**config.mk**
```make
export PLATFORM = sky130hd
export DESIGN_NAME = sifive_reset_source
export DESIGN_NICKNAME = d
export VERILOG_FILES = /design/src/rtl/sifive_reset_source.sv
export SDC_FILE = /design/constraint.sdc
export NUM_CORES = 1
export LEC_CHECK = 0
export ABC_CLOCK_PERIOD_IN_PS = 1500
export CELL_PAD_IN_SITES_DETAIL_PLACEMENT = 1
export CELL_PAD_IN_SITES_GLOBAL_PLACEMENT = 1
export CORE_ASPECT_RATIO = 1.1
export CORE_MARGIN = 10
export CORE_UTILIZATION = 35
export CTS_CLUSTER_DIAMETER = 50
export DETAILED_ROUTE_END_ITERATION = 10
export PLACE_DENSITY = 0.71
export SYNTH_ARGS = -nofsm -noshare
export SYNTH_HDL_FRONTEND = slang
export SYNTH_SLANG_ARGS = --single-unit
```
**constraint.sdc**
```tcl
create_clock -name clock -period 1.5 [get_ports clock]
set_input_delay 0.375 -clock clock [delete_from_list [all_inputs] [get_ports clock]]
set_output_delay 0.375 -clock clock [all_outputs]
set_load 0.02 [all_outputs]
```
**src/rtl/sifive_reset_source.sv**
```systemverilog
// Board reset source: sequences PLL/MMCM reset, waits for stable lock, and produces areset for the downstream sequencer.
// Optional reset-cause capture is enabled by defining SIFIVE_RESET_CAUSE_EN.
module sifive_reset_source #(
  parameter int unsigned NUM_LOCKS       = 2,
  parameter int unsigned PLL_RST_CYCLES  = 8,
  parameter int unsigned STABLE_CYCLES   = 1024,
  parameter int unsigned DEBOUNCE_CYCLES = 256,
  parameter int unsigned SW_HOLD_CYCLES  = 16
) (
  input  logic                 clock,
  input  logic                 areset_n,
  input  logic [NUM_LOCKS-1:0] locked,
  input  logic                 button,
  input  logic                 sw_reset_req,
`ifdef SIFIVE_RESET_CAUSE_EN
  input  logic                 cause_clear,
  output logic [3:0]           reset_cause,
`endif
  output logic                 pll_reset,
  output logic                 areset,
  output logic                 running
);

  localparam int unsigned CNT_MAX_A = (PLL_RST_CYCLES > SW_HOLD_CYCLES) ? PLL_RST_CYCLES : SW_HOLD_CYCLES;
  localparam int unsigned CNT_MAX   = (CNT_MAX_A > STABLE_CYCLES) ? CNT_MAX_A : STABLE_CYCLES;
  localparam int unsigned CNT_W     = (CNT_MAX > 1) ? $clog2(CNT_MAX) : 1;
  localparam int unsigned DB_W      = (DEBOUNCE_CYCLES > 1) ? $clog2(DEBOUNCE_CYCLES) : 1;

  typedef enum logic [2:0] {
    S_PLL_RST   = 3'd0,
    S_WAIT_LOCK = 3'd1,
    S_STABLE    = 3'd2,
    S_RUN       = 3'd3,
    S_SW_HOLD   = 3'd4
  } state_t;

  logic [NUM_LOCKS-1:0] lock_s1, lock_s2;
  logic                 btn_s1, btn_s2;
  logic                 all_locked;
  logic [DB_W-1:0]      db_cnt;
  logic                 btn_db, btn_db_q;
  logic                 btn_event;
  state_t               state, state_d;
  logic [CNT_W-1:0]     cnt, cnt_d;
  logic                 pll_reset_d, areset_d, running_d;

  // Two-flop synchronizers for the asynchronous lock and button inputs
  always_ff @(posedge clock or negedge areset_n) begin
    if (!areset_n) begin
      lock_s1 <= '0;
      lock_s2 <= '0;
      btn_s1  <= 1'b0;
      btn_s2  <= 1'b0;
    end else begin
      lock_s1 <= locked;
      lock_s2 <= lock_s1;
      btn_s1  <= button;
      btn_s2  <= btn_s1;
    end
  end

  assign all_locked = &lock_s2;

  // Debounce: the level only moves after DEBOUNCE_CYCLES consecutive disagreeing samples
  always_ff @(posedge clock or negedge areset_n) begin
    if (!areset_n) begin
      db_cnt   <= '0;
      btn_db   <= 1'b0;
      btn_db_q <= 1'b0;
    end else begin
      btn_db_q <= btn_db;
      if (btn_s2 == btn_db) begin
        db_cnt <= '0;
      end else if (db_cnt == DB_W'(DEBOUNCE_CYCLES - 1)) begin
        btn_db <= ~btn_db;
        db_cnt <= '0;
      end else begin
        db_cnt <= db_cnt + DB_W'(1);
      end
    end
  end

  assign btn_event = btn_db & ~btn_db_q;

  always_ff @(posedge clock or negedge areset_n) begin
    if (!areset_n) begin
      state     <= S_PLL_RST;
      cnt       <= '0;
      pll_reset <= 1'b1;
      areset    <= 1'b1;
      running   <= 1'b0;
    end else begin
      state     <= state_d;
      cnt       <= cnt_d;
      pll_reset <= pll_reset_d;
      areset    <= areset_d;
      running   <= running_d;
    end
  end

  // Next-state logic; the counter is cleared on every state change so it never wraps
  always_comb begin
    state_d = state;
    cnt_d   = cnt + CNT_W'(1);
    case (state)
      S_PLL_RST: begin
        if (cnt == CNT_W'(PLL_RST_CYCLES - 1)) begin
          state_d = S_WAIT_LOCK;
          cnt_d   = '0;
        end
      end
      S_WAIT_LOCK: begin
        cnt_d = '0;
        if (all_locked) state_d = S_STABLE;
      end
      S_STABLE: begin
        if (!all_locked) begin
          state_d = S_WAIT_LOCK;
          cnt_d   = '0;
        end else if (cnt == CNT_W'(STABLE_CYCLES - 1)) begin
          state_d = S_RUN;
          cnt_d   = '0;
        end
      end
      S_RUN: begin
        cnt_d = '0;
        if (!all_locked || btn_event) state_d = S_PLL_RST;
        else if (sw_reset_req)        state_d = S_SW_HOLD;
      end
      S_SW_HOLD: begin
        if (cnt == CNT_W'(SW_HOLD_CYCLES - 1)) begin
          state_d = S_WAIT_LOCK;
          cnt_d   = '0;
        end
      end
      default: begin
        state_d = S_PLL_RST;
        cnt_d   = '0;
      end
    endcase
    pll_reset_d = (state_d == S_PLL_RST);
    areset_d    = (state_d != S_RUN);
    running_d   = (state_d == S_RUN);
  end

`ifdef SIFIVE_RESET_CAUSE_EN
  logic [3:0] cause_set;

  // Cause bits latch on the edge leaving RUN; lock loss and button may both be recorded
  always_comb begin
    cause_set = '0;
    if ((state == S_RUN) && (state_d != S_RUN)) begin
      cause_set[1] = ~all_locked;
      cause_set[2] = btn_event;
      cause_set[3] = all_locked & ~btn_event;
    end
  end

  always_ff @(posedge clock or negedge areset_n) begin
    if (!areset_n) reset_cause <= 4'b0001;
    else           reset_cause <= (cause_clear ? 4'b0000 : reset_cause) | cause_set;
  end
`endif

endmodule

```
# --- Word level (Yosys, flattened, before mapping) ---
# Cells that the tools add are included.
# Widths: inputs -> output; s select.
classes:
  bitwise_logic: 4
  n_reduce_logical: 6
  eq_ne: 11
  add_sub_neg: 2
  muxes: 15
op_table:
  columns: ["cell", "n"]
  rows:
  - ["$mux 10", 4]
  - ["$pmux 10 s3", 1]
  - ["$mux 3", 7]
  - ["$mux 8", 2]
  - ["$pmux 3 s5", 1]
  - ["$add 10x1->10 const B", 1]
  - ["$eq 10x10->1 const B", 1]
  - ["$eq 10x3->1 const B", 1]
  - ["$eq 10x4->1 const B", 1]
  - ["$eq 3x2->1 const B", 3]
  - ["$add 8x1->8 const B", 1]
  - ["$eq 8x8->1 const B", 1]
  - ["$logic_not 3->1", 2]
  - ["$reduce_and 2->1", 2]
  - ["$eq 3x1->1 const B", 1]
  - ["$eq 3x3->1 const B", 1]
  - ["$ne 3x2->1 const B", 1]
  - ["$not 1->1", 3]
  - ["$and 1x1->1", 1]
  - ["$eq 1x1->1", 1]
  - ["$logic_not 1->1", 1]
  - ["$logic_or 1x1->1", 1]
totals:
  regBits: 32
  elab_cells: 50

# --- Depth between registers and ports, before layout ---
logic_depth:
  word_depth: 6
  mapped_depth: 5

# --- Worst setup path before layout ---
# OpenSTA, ideal clock, no wires.
synth_timing:
  path_kind: "register to register"
  start: "register cnt[0]"
  end: "register pll_reset"
  path_buffers: 0
  path_slack_ps: -22
  required_time_ps: 1410
  period_less_slack_ps: 1522
  t_arrival_ps: 1432
  stages_incl_launch_ff: 6
  setup_ps: 90
  path_cell_list: "dfrtp_1 ha_1 and4bb_2 nand2_2 a311o_1 nor4_2"
synth_via:
  elab_chain_len: 5
  word_cells_on_any_way: 9
  classes_between: "eq/ne (3); mux (5); reduce/logical (1)"
synth_rtl:
  columns: ["element", "line", "source"]
  rows:
  - ["from (decl)", "44", "logic [CNT_W-1:0] cnt, cnt_d;"]
  - ["from (signal assigned)", "94", "cnt <= cnt_d;"]
  - ["$eq 10x10->1", "120", "end else if (cnt == CNT_W'(STABLE_CYCLES - 1)) begin"]
  - ["$mux 3", "120", null]
  - ["$mux 3", "117", "if (!all_locked) begin"]
  - ["$pmux 3 s5 (*)", "105", "case (state)"]
  - ["named net state_d[2]", "43", "state_t state, state_d;"]
  - ["$logic_not 3->1 (*)", "141", "pll_reset_d = (state_d == S_PLL_RST);"]
  - ["named net pll_reset_d", "45", "logic pll_reset_d, areset_d, running_d;"]
  - ["to (signal assigned)", "95", "pll_reset <= pll_reset_d;"]
  - ["to (decl)", "19", "output logic pll_reset,"]
# Mark *: on every way through the listed nets, which the timed path passes. The rest lies on a longest branch.
# A chain may end at the register's enable or synchronous reset.

# --- Worst setup path in the final report ---
layout_timing:
  start: "register cnt[0]"
  end: "register cnt[5]"
layout_via:
  elab_chain_len: 4
  word_cells_on_any_way: 9
  classes_between: "add/sub (1); eq/ne (3); mux (5)"
layout_rtl:
  columns: ["element", "line"]
  rows:
  - ["$add 10x1->10 / $eq 10x10->1 (equally long branches)", "104, 120"]
  - ["$mux 10", "120"]
  - ["$mux 10", "117"]
  - ["$pmux 10 s3 (*)", "105"]
  - ["named net cnt_d[5]", "44"]
# Marks and branches as above.

==> metrics.cfg <==
[placement]
place_ws_ps=-367
placed_instances=200
dp_hpwl_um=2360
io_buffers=8
globalplace.congestion=0.790

[layout]
share_of_layout_cells_above_drive_strength_1_pct=34.3
finish.cell_count_without_fillers=218
fin_nets=173
number_of_diodes=0
flow.area_growth_from_synthesis_pct=34.7
num-fill-cells=441
seqCellArea_sq_um=807
multi_input_area_sq_um=664

[critical_path]
path_max_fanout=4
worstSetupPathType=reg -> reg
worst-endpoint-required_ps=1670
crit-reg2reg-launch=cnt[0]
slack_of_the_worst_reg_to_reg_path_ps=-30
worst-r2r-cell-count=6
r2r-end=cnt[5]
cp.arrival_ps=1700
timing.critical_path.from_type=flip-flop
cp-end-kind=flip-flop

[timing]
report.final.slew_viol_count=0
final.setup.tns_ps=-91.8
timing.max_slew.rel_slack_pct=77.5
fmaxAchievable_ghz=0.655
rsz0062_at_grt=yes
worst-slew-pin-transition_ps=334
finalHoldViolCount=0
finalSetupViolCount=6
postLayoutSetupSlackWorst_ps=-25.8
period_minus_slack_ps=1530
clock_skew_ps=5.00
timing.final.crit_share_pct=102

[synthesis]
synth_fp_nets=136
post-synth-top-area-fraction_pct=52.3
synth.avg_cell_area_sq_um=11.2
syn_warnings=0
synth-seq-cells=32
sequential_area_share_after_synthesis_pct=55.9
yosysUniqueCellTypes=34
post_synth_instance_area_sq_um=1440
yosys.area.top_type=dfrtp_1
cell_types_with_the_largest_area_share_after_synthesis=dfrtp_1 (52%), xor2_1 (4.9%), nor2_1 (4.4%), nand3_1 (3.8%), dfstp_2 (3.7%)
synthesis.instances=128

[clock_network]
numCtsBuffers=5
maximum_root_to_sink_buffer_count=2
clock-sinks=32
clock_edge_transition_at_the_registers_on_the_reported_setup_and_hold_paths_ps=70
cts_tree=done
worst_skew_pair.late_latency_ps=290
cts_htree_levels=2
clk_root_buffer_cell=clkbuf_8
cts.hold.buffers_added=0

[grt]
grt_max_degree=33
antenna_found_initial=0
grt_pass1_vias=1208
overflow=0
grt_pass1_wl_um=5490
global_route_usage_sum_pct=9.97

[die]
std_cell_rows=24
floorplan.initialDensity_pct=36.2
die-height_um=87.2
die-area_sq_um=7070
floorplan.core_area_sq_um=3960
die_w_um=81.1
floorplan.io_pins=9

[min_path]
min-delay-path-class=reg -> reg
hold-path-cell-count=0
whs_endpoint=btn_s2
hold_start=btn_s1

[power]
power_mw=2.84
cellPowerDensity_nw_per_um2=1470
max-vdd-ir-drop_uv=645
p_leak_nw=0.820

[drt]
drtPass1Iterations=4
detailroute.via_count=1115
routed_wire_length_per_instance_um=15.8
drt_iter0_markers=34
vias_per_cell=5.11
antenna_left=0
routed_wl_um=3440
route.detailed.drc=0

[status]
failed_checks=negative setup slack
status=finished, violations left

[flow_run]
drv.max_cap_violation_count=0

==> placed cells by master, fill, tap and decap left out, drive strengths merged, types with 3 or more instances in the layout <==
cell / Yosys / layout
a21oi: 3 / 3
nand2b: 3 / 3
nand3: 11 / 11
o21ai: 3 / 3
xnor2: 6 / 6
nor2: 17 / 17
nand4: 4 / 4
nor2b: 3 / 3
xor2: 8 / 8
clkbuf: 1 / 8
nor4: 3 / 3
buf: 0 / 23
and4: 3 / 3
nor3: 5 / 5
nand2: 9 / 9
clkdlybuf4s50: 0 / 5
dfrtp: 30 / 30
==> area by class of cell <==
type | instances | area share (%)
clock inverter | 1 | 1.55
clock buffer | 7 | 4.98
inverter | 2 | 0.388
multi-input combinational | 93 | 34.3
timing repair buffer | 31 | 13.6
tap | 52 | 3.36
sequential | 32 | 41.7
==> cell usage after synthesis, drive strengths merged <==
| library cell | count |
|---|---|
| a21oi | 3 |
| a311o | 1 |
| a31oi | 1 |
| a32oi | 1 |
| and3 | 1 |
| and4 | 3 |
| and4bb | 1 |
| clkbuf | 1 |
| dfrtp | 30 |
| dfstp | 2 |
| ha | 2 |
| inv | 2 |
| mux2 | 1 |
| nand2 | 9 |
| nand2b | 3 |
| nand3 | 11 |
| nand4 | 4 |
| nor2 | 17 |
| nor2b | 3 |
| nor3 | 5 |
| nor4 | 3 |
| nor4bb | 1 |
| o21a | 2 |
| o21ai | 3 |
| or2 | 2 |
| or3 | 1 |
| or4 | 1 |
| xnor2 | 6 |
| xor2 | 8 |
==> repair_timing <==
| item | CTS | global route |
|---|---|---|
| resized for setup | 10 | 13 |
| cloned | 0 | 1 |
| pin swaps | 5 | 8 |
| setup endpoints to repair | 12 | 15 |
| buffers inserted | 1 | 8 |
==> sequential cells by signal, indices dropped and copies added, names as in the netlist <==
name	cells
db_cnt	8
lock_s2	2
lock_s1	2
btn_db	1
cnt	10
pll_reset	1
btn_s2	1
areset	1
state	3
btn_db_q	1
running	1
btn_s1	1
==> layer usage <==
| metal | global-route usage [%] | up-vias | part of all wire [%] |
|---|---|---|---|
| met2 | 18.0 | 22 | 56 |
| met5 | 0 | - | 0 |
| met3 | 3.82 | 4 | 4.4 |
| met1 | 10.0 | 566 | 38 |
| li1 | - | 523 | - |
| met4 | 3.78 | 0 | 1.2 |
==> cell families (layout without fill, tap and decap cells) <==
group	count (synthesis)	count (layout)	share of synthesized area, %
AOI/OAI and AO/OA	11	11	6.45
muxes	1	1	0.784
adders and majority gates	2	2	1.74
xor gates and xnor gates	14	14	8.54
DFF	32	32	55.9
and+or+nand+nor	65	65	25.7
buffers and inverters	3	41	0.871
==> where the power goes <==
group          switching (mW)  internal, mW  leakage (nW)
Clock                   0.327         0.586        0.0645
Sequential              0.160         0.997         0.404
Combinational           0.361         0.404         0.351
==> stage by stage <==
step	hold WS, ps	instance area [sq um]	utilization (%)
6_report	357	1930	48.8
5_1_grt	363	1930	48.8
4_1_cts	359	1830	46.2
3_5_place_dp	343	1690	42.6
3_3_place_gp	337	1690	42.6
2_1_floorplan	79.4	1440	-
==> worst max-delay path, stage by stage (launching register included) <==
cell	delay [ps]
dfrtp_1	390
ha_4	160
and4bb_2	260
nand3_2	100
a32oi_2	260
buf_4	190
nor2_1	50
==> worst max path at each step <==
stage                            start        end  slack [ps]
after floorplan                 cnt[0]  pll_reset          30
after global placement    sw_reset_req    running        -290
after detailed placement  sw_reset_req    running        -370
after CTS                       cnt[5]     cnt[5]           3
after global routing            cnt[9]     cnt[5]         -60
final                           cnt[0]     cnt[5]         -30
(Power assumes the default switching activity.)
